===== src/rtl/alu32_arbiter.sv =====
// alu32_arbiter: two-requester arbiter/sequencer for the shared 32-bit ALU.
// One operation at a time: IDLE accepts a request and latches its operands,
// EXEC drives the ALU from the latched registers and captures the result, and
// RESP returns the result to the requester that issued the operation.
//
// Handshake rule (all channels): a transfer happens on the rising edge where
// valid and ready are both high. reqN_ready is a combinational function of
// state, priority and the req valids. respN_valid depends on state only.
//
// Build option: define ALU32_ARB_FIXED_PRIO_EN for fixed priority, where
// requester 0 always wins simultaneous requests and no priority pointer exists.
// The default build is round-robin.
module alu32_arbiter #(
    parameter int WIDTH = 32
) (
    input  logic             clk,
    input  logic             reset,
    input  logic             req0_valid,
    output logic             req0_ready,
    input  logic [2:0]       req0_op,
    input  logic [WIDTH-1:0] req0_a,
    input  logic [WIDTH-1:0] req0_b,
    input  logic             req1_valid,
    output logic             req1_ready,
    input  logic [2:0]       req1_op,
    input  logic [WIDTH-1:0] req1_a,
    input  logic [WIDTH-1:0] req1_b,
    output logic             resp0_valid,
    input  logic             resp0_ready,
    output logic             resp1_valid,
    input  logic             resp1_ready,
    output logic [WIDTH-1:0] resp_result,
    output logic             resp_zero,
    output logic [WIDTH-1:0] alu_a,
    output logic [WIDTH-1:0] alu_b,
    output logic [2:0]       alu_sel,
    input  logic [WIDTH-1:0] alu_result,
    output logic             busy,
    output logic [1:0]       dbg_state
);

    typedef enum logic [1:0] {
        S_IDLE = 2'd0,
        S_EXEC = 2'd1,
        S_RESP = 2'd2
    } state_t;

    state_t           r_state;
    state_t           w_next_state;
    logic             r_gnt_id;
    logic [2:0]       r_op;
    logic [WIDTH-1:0] r_a;
    logic [WIDTH-1:0] r_b;
    logic [WIDTH-1:0] r_result;
    logic             r_zero;

    logic             w_prio;
    logic             w_any_req;
    logic             w_grant_id;
    logic             w_accept;
    logic             w_resp_done;

    assign w_any_req = req0_valid | req1_valid;

    // Contention goes to the priority pointer; otherwise the lone requester wins.
    assign w_grant_id = (req0_valid & req1_valid) ? w_prio : req1_valid;

    // Reset is included so no ready is ever seen while the block is held in reset.
    assign w_accept = (r_state == S_IDLE) & w_any_req & ~reset;

    assign w_resp_done = (r_state == S_RESP) & (r_gnt_id ? resp1_ready : resp0_ready);

`ifdef ALU32_ARB_FIXED_PRIO_EN
    assign w_prio = 1'b0;
`else
    logic r_prio;

    // Round-robin pointer: after a completed response, favour the other requester.
    always_ff @(posedge clk or posedge reset) begin
        if (reset) begin
            r_prio <= 1'b0;
        end else if (w_resp_done) begin
            r_prio <= ~r_gnt_id;
        end
    end

    assign w_prio = r_prio;
`endif

    // State register.
    always_ff @(posedge clk or posedge reset) begin
        if (reset) begin
            r_state <= S_IDLE;
        end else begin
            r_state <= w_next_state;
        end
    end

    // Next-state logic: IDLE -> EXEC on accept, EXEC -> RESP always, RESP -> IDLE on take.
    always_comb begin
        w_next_state = r_state;
        case (r_state)
            S_IDLE:  if (w_accept) w_next_state = S_EXEC;
            S_EXEC:  w_next_state = S_RESP;
            S_RESP:  if (w_resp_done) w_next_state = S_IDLE;
            default: w_next_state = S_IDLE;
        endcase
    end

    // Output decode: ready only for the granted requester in IDLE, valid only in RESP.
    always_comb begin
        req0_ready  = 1'b0;
        req1_ready  = 1'b0;
        resp0_valid = 1'b0;
        resp1_valid = 1'b0;
        if (w_accept) begin
            req0_ready = ~w_grant_id;
            req1_ready = w_grant_id;
        end
        if (r_state == S_RESP) begin
            resp0_valid = ~r_gnt_id;
            resp1_valid = r_gnt_id;
        end
        busy      = (r_state != S_IDLE);
        dbg_state = r_state;
    end

    // Operand latch on accept; these registers also hold the ALU inputs steady outside EXEC.
    always_ff @(posedge clk or posedge reset) begin
        if (reset) begin
            r_gnt_id <= 1'b0;
            r_op     <= '0;
            r_a      <= '0;
            r_b      <= '0;
        end else if (w_accept) begin
            r_gnt_id <= w_grant_id;
            r_op     <= w_grant_id ? req1_op : req0_op;
            r_a      <= w_grant_id ? req1_a  : req0_a;
            r_b      <= w_grant_id ? req1_b  : req0_b;
        end
    end

    // Result capture at the end of EXEC; held through RESP.
    always_ff @(posedge clk or posedge reset) begin
        if (reset) begin
            r_result <= '0;
            r_zero   <= 1'b0;
        end else if (r_state == S_EXEC) begin
            r_result <= alu_result;
            r_zero   <= (alu_result == '0);
        end
    end

    assign alu_a       = r_a;
    assign alu_b       = r_b;
    assign alu_sel     = r_op;
    assign resp_result = r_result;
    assign resp_zero   = r_zero;

endmodule


===== config.mk =====
export PLATFORM = sky130hd
export DESIGN_NAME = alu32_arbiter
export DESIGN_NICKNAME = d
export VERILOG_FILES = /design/src/rtl/alu32_arbiter.sv
export SDC_FILE = /design/constraint.sdc
export NUM_CORES = 1
export LEC_CHECK = 0
export ABC_AREA = 1
export BUFFER_PORTS_ARGS = -buffer_cell sky130_fd_sc_hd__buf_4
export CELL_PAD_IN_SITES_DETAIL_PLACEMENT = 2
export CELL_PAD_IN_SITES_GLOBAL_PLACEMENT = 2
export CORE_MARGIN = 2
export CORE_UTILIZATION = 20
export CTS_CLUSTER_DIAMETER = 60
export DETAILED_ROUTE_END_ITERATION = 7
export GPL_TIMING_DRIVEN = 1
export PLACE_DENSITY_LB_ADDON = 0.1
export SETUP_SLACK_MARGIN = 0.1
export SYNTH_ARGS = -nofsm -noshare
export SYNTH_HDL_FRONTEND = slang
export SYNTH_SLANG_ARGS = --single-unit

===== constraint.sdc =====
create_clock -name clk -period 2.1 [get_ports clk]
set_clock_uncertainty 0.15 [all_clocks]
set_input_delay 0.105 -clock clk [delete_from_list [all_inputs] [get_ports clk]]
set_output_delay 0.105 -clock clk [all_outputs]
set_load 0.02 [all_outputs]

# Word-level counts from Yosys, hierarchy flattened
# Cells that the tools add are included.
dict set report op_classes {
  n_reduce_logical 4
  bitwise 8
  n_eq_ne 4
  n_mux 12
}
# operator count
set ops {}
lappend ops {{32-bit 2-to-1 mux} 2}
lappend ops {{32-bit zero test} 1}
lappend ops {{1-bit 2-to-1 mux} 6}
lappend ops {{2-bit one-hot mux with 3 select lines} 1}
lappend ops {{1-bit AND} 4}
lappend ops {{2-bit 2-to-1 mux} 2}
lappend ops {{2-bit != test (second input constant)} 2}
lappend ops {{3-bit 2-to-1 mux} 1}
lappend ops {{1-bit inverter} 3}
lappend ops {{2-bit by 1-bit == test with 1-bit output (second input constant)} 1}
lappend ops {{2-bit == test (second input constant)} 1}
lappend ops {{2-bit zero test} 1}
lappend ops {{2-bit AND reduction} 1}
lappend ops {{2-bit nonzero test} 1}
lappend ops {{1-bit OR} 1}
dict set report totals {
  inputBits 172
  ff_bits 104
  out_inout_bits 107
  word_cells 36
}

# Logic depth before layout (Yosys ltp)
dict set report logic_depth {
  ltp_word 5
  depth_mapped 10
  mapped_depth_nobuf 8
}

# Least setup slack after synthesis
# Ideal clock, no wire load.
dict set report synth_path {
  kind {input to register}
  start {in reset}
  end {reg r_gnt_id}
  cell_stages 7
  required_ns 1.807
  arrival_ns 2.323
  path_buffers 1
  path_slack_ns -0.516
  setup_ns 0.143
  cell_sequence {inv_2 > nand3_2 > nor2_4 > inv_2 > buf_4 > nor2_1 > a21oi_1}
}
dict set report synth_via {
  elab_chain_cells 2
}
# element line
set synth_lines {}
lappend synth_lines {{start, declared} 17} ;# input logic reset,
lappend synth_lines {{1-bit inverter} 69} ;# assign w_accept = (r_state == S_IDLE) & w_any_req & ~reset;
lappend synth_lines {{1-bit AND} 69}
lappend synth_lines {{end signal, assigned} 136} ;# r_gnt_id <= w_grant_id;
lappend synth_lines {{end, declared} 50} ;# logic r_gnt_id;
# No other way between the ends.
# A chain may end at the register's enable or synchronous reset.

# Worst setup path after layout
dict set report layout_path {
  start {reg r_prio}
  end {out req0_ready}
}
dict set report layout_via {
  elab_chain_cells 3
}
# element line
set layout_lines {}
lappend layout_lines {{start, declared} 76} ;# logic r_prio;
lappend layout_lines {{start signal, assigned} 83} ;# r_prio <= ~r_gnt_id;
lappend layout_lines {{1-bit 2-to-1 mux} 66} ;# assign w_grant_id = (req0_valid & req1_valid) ? w_prio : req1_valid;
lappend layout_lines {{1-bit inverter} 117} ;# req0_ready = ~w_grant_id;
lappend layout_lines {{1-bit 2-to-1 mux} 116} ;# if (w_accept) begin
lappend layout_lines {{end, declared} 19} ;# output logic req0_ready,
# No other way between the ends.

==> results.md <==
| Group | Result | Reported |
|:---|:---|:---|
| final layout | Total number of nets in the final design | 1269 |
| clock network | CTS root buf | sky130_fd_sc_hd__clkbuf_16 |
| clock network | Buffer count from post-CTS setup fixing | 0 |
| route | TritonRoute pass-1 iters | 4 |
| yosys | Post-synthesis share of cell area spent on and, or, nand and nor gates | 0.3632 |
| sta | Final critical path time including I/O delays and setup | 1.908 ns |
| placed design | Post-detailed-placement half-perimeter wirelength | 14260 µm |
| grt | Wire length of the first global-routing pass | 37980 µm |
| floorplanning | Top-level port count | 279 |
| yosys | Summed instance area of the synthesized netlist | 4888 µm² |
| pwr | Power, Total | 11.03 mW |
| yosys | FF+latch count, synth | 104 |
| worst setup path | Data required time of the worst path | 1.85 ns |
| route | Count of antenna-violating nets left after detailed routing | 0 |
| route | Final Routed Wirelength | 23840 µm |
| route | Ratio of routed vias to standard cells | 4.158 |
| yosys | Adder and majority cell fraction of the synthesized area | 0 |
| clock network | Clock edge transition at the registers on the reported setup and hold paths | 0.07 ns |
| final layout | Util after Layout | 0.3867 |
| sta | Peak Freq | 0.5241 GHz |
| route | DR iter-0 viols | 143 |
| sta | Final hold slack | 0.2168 ns |
| final layout | Layout cells sized above 1 | 0.2949 |
| sta | Total of endpoints with negative setup slack in the final report | 0 |
| sta | Max-slew violations | 0 |
| yosys | Mapped Cells | 663 |
| route | DRC violation count after routing | 0 |
| grt | Total routing resource utilization after global routing | 0.1870 |
| yosys | Warning count from the yosys run | 0 |
| final layout | Commonest cells after routing, fill and taps aside | 436 x sky130_fd_sc_hd__nand2_1, 283 x sky130_fd_sc_hd__buf_4, 169 x sky130_fd_sc_hd__dlygate4sd3_1 |
| yosys | Leading cell types by total area after synthesis | sky130_fd_sc_hd__dfrtp_1 53%, sky130_fd_sc_hd__nand2_1 33%, sky130_fd_sc_hd__mux2_2 3.0% |
| pwr | Power density cells | 1180 nW/µm² |
| yosys | Synthesized-area fraction occupied by ao, oa, aoi and oai cells | 0.02252 |
| yosys | Net count after synthesis | 835 |
| route | Detail-routed net length per standard cell | 16.72 µm |
| yosys | Post-synthesis share of cell area spent on xor and xnor gates | 0 |
| worst setup path | Setup crit start kind | flop |
| placed design | Placed standard-cell area | 7335 µm² |
| pwr | Leak pwr | 5.066 nW |
| floorplanning | Initial core utilization | 0.2022 |
| final layout | Layout Cell Area excl Fill | 9349 µm² |
| final layout | Number of fillers in the final layout | 2721 |
| clock network | TritonCTS clock tree | built |
| final layout | Commonest non-fill, non-tap cell in the layout | sky130_fd_sc_hd__nand2_1 |
| worst setup path | Arr. time, crit path | 1.65 ns |
| clock network | Buffer depth of the longest clock path | 2 |
| floorplanning | Die Area | 25710 µm² |
| placed design | RePlAce Congestion | 0.7207 |
| pwr | Largest voltage drop on the vdd net | 0.3602 mV |
| yosys | Main combinational cell family by area after synthesis | simple AND/OR/NAND/NOR gates |
| worst setup path | Critical-path maximum fanout | 29 |
| sta | Share of the clock period used by the worst path | 0.9086 |
| grt | Vias in the first global route | 6843 |
| sta | Final hold viol count | 0 |
| worst setup path | Nature of the critical path endpoint | primary output |
| clock network | Worst-Skew Late Latency | 0.35 ns |
| yosys | Synthesized area divided by synthesized cell count | 7.373 µm² |
| run | Total of max-cap violations | 0 |
| sta | Actual transition at the worst max-transition pin | 0.6283 ns |
| grt | Antenna violations before repair | 0 |
| hold path | Class of the worst hold path | input pin to flop |
| clock network | Deepest level of the CTS H-tree | 3 |
| final layout | Antenna diodes | 0 |
| floorplanning | Die Span X | 160.3 µm |
| worst setup path | Internal reg-to-reg setup slack | 0.33 ns |
| grt | Largest net degree at the start of global routing | 105 |
| clock network | Number of clock buffers inserted by TritonCTS | 9 |
| floorplanning | Core Box Area | 24180 µm² |
| floorplanning | Row cnt | 57 |
| placed design | Port Buf Inserts | 278 |
| yosys | Fraction of synthesized area in multiplexers | 0.02995 |
| outcome | Outcome | complete, no violations |
| sta | Normalized max-slew margin | 0.5811 |
| yosys | Top cell type by total area after synthesis | sky130_fd_sc_hd__dfrtp_1 |
| route | Via count | 5929 |
| yosys | Synth unique cells | 18 |
| grt | Total overflow reported by the global router | 0 |
| sta | Setup repair after global routing missed its margin | yes |
| final layout | Area growth from synthesis to final layout | 91.25% |
| worst setup path | Startpoint-to-endpoint class of the critical path | flop to primary output |
| yosys | Seq/Total Area, Yosys | 0.5324 |
| clock network | Total number of clock tree sinks | 104 |
| floorplanning | Die span in y | 160.3 µm |
| sta | Setup Total Neg Slack | 0 ns |
| yosys | Top cell type's share of synthesized area | 0.5324 |
report_power, final:
group	leakage, nW	total [mW]	switching (mW)	internal, mW
clock	0.152	1.83	0.828	1.00
sequential	1.29	3.57	0.575	3.00
combinational	3.63	5.63	3.27	2.36
total	5.07	11.0	4.68	6.35
repair_timing:
item | 4_1_cts | 5_1_grt
resized for setup | 1 | 1
hold endpoints to repair | 206 | 0
hold buffers | 169 | 0
endpoints found under the setup margin | 1 | 2
cells by family (layout without fill, tap and decap cells):
kind of cell / after synthesis / count (layout)
AO/OA/AOI/OAI: 22 / 22
flip-flops: 104 / 104
AND/OR/NAND/NOR: 465 / 465
multiplexers: 13 / 13
buffers and inverters: 59 / 498
worst paths after layout:
check,start,end,cells after the start
min,req0_valid,r_gnt_id,6
min reg2reg,alu_a[28],alu_a[28],2
min in group asynchronous,reset,r_prio,4
max in group asynchronous,reset,alu_b[25],4
max,r_prio,req0_ready,6
max reg2reg,r_prio,alu_b[31],9
state kept, by name, indices dropped and copies added, names as in the netlist:
register     cells
dbg_state        2
resp_zero        1
alu_a           32
r_gnt_id         1
r_prio           1
resp_result     32
alu_b           32
alu_sel          3
layout make-up:
cell class / count / area, µm² / area share
timing repair buffer: 456 / 3890 / 0.4161
sequential: 104 / 2603 / 0.2784
multi-input combinational: 500 / 2032 / 0.2173
tap: 324 / 405.4 / 0.04336
clock buffer: 11 / 252.7 / 0.02703
inverter: 26 / 102.6 / 0.01097
clock inverter: 5 / 63.81 / 0.006825
metal layers:
layer,share of wire,GRT usage,wire [µm],vias up
li1,-,-,-,2861
met1,0.41,0.2221,9823,2886
met2,0.52,0.3412,12380,160
met3,0.051,0.03926,1218,22
met4,0.018,0.05242,418,0
met5,0,0,0,-
per-stage QoR:
stage,worst slack [ns],instances
2_1_floorplan,0.2298,663
3_3_place_gp,0.3007,1241
3_5_place_dp,0.2748,1241
4_1_cts,0.1268,1426
5_1_grt,0.03222,1426
6_report,0.1919,1426
worst max-delay path: stages (launching register included):
cell and delay, ns:
sky130_fd_sc_hd__dfrtp_1 0.34, sky130_fd_sc_hd__inv_1 0.04, sky130_fd_sc_hd__nand2_1 0.06, sky130_fd_sc_hd__nand2_2 0.06
sky130_fd_sc_hd__inv_2 0.45, sky130_fd_sc_hd__nor2_1 0.15, sky130_fd_sc_hd__buf_4 0.20
synth_stat cells:
master                       n
sky130_fd_sc_hd__o21ai_0    20
sky130_fd_sc_hd__or2_2       1
sky130_fd_sc_hd__buf_1       3
sky130_fd_sc_hd__a21oi_1     2
sky130_fd_sc_hd__inv_1      21
sky130_fd_sc_hd__buf_4       5
sky130_fd_sc_hd__nand3_2     1
sky130_fd_sc_hd__nor2_4      1
sky130_fd_sc_hd__nand2_1   436
sky130_fd_sc_hd__clkbuf_1   14
sky130_fd_sc_hd__nand3_1     5
sky130_fd_sc_hd__buf_2      11
sky130_fd_sc_hd__nand4_1     2
sky130_fd_sc_hd__nand2_2     1
sky130_fd_sc_hd__nor2_1     18
sky130_fd_sc_hd__inv_2       5
sky130_fd_sc_hd__mux2_2     13
sky130_fd_sc_hd__dfrtp_1   104
No activity file was read; power rests on OpenSTA's default activity.
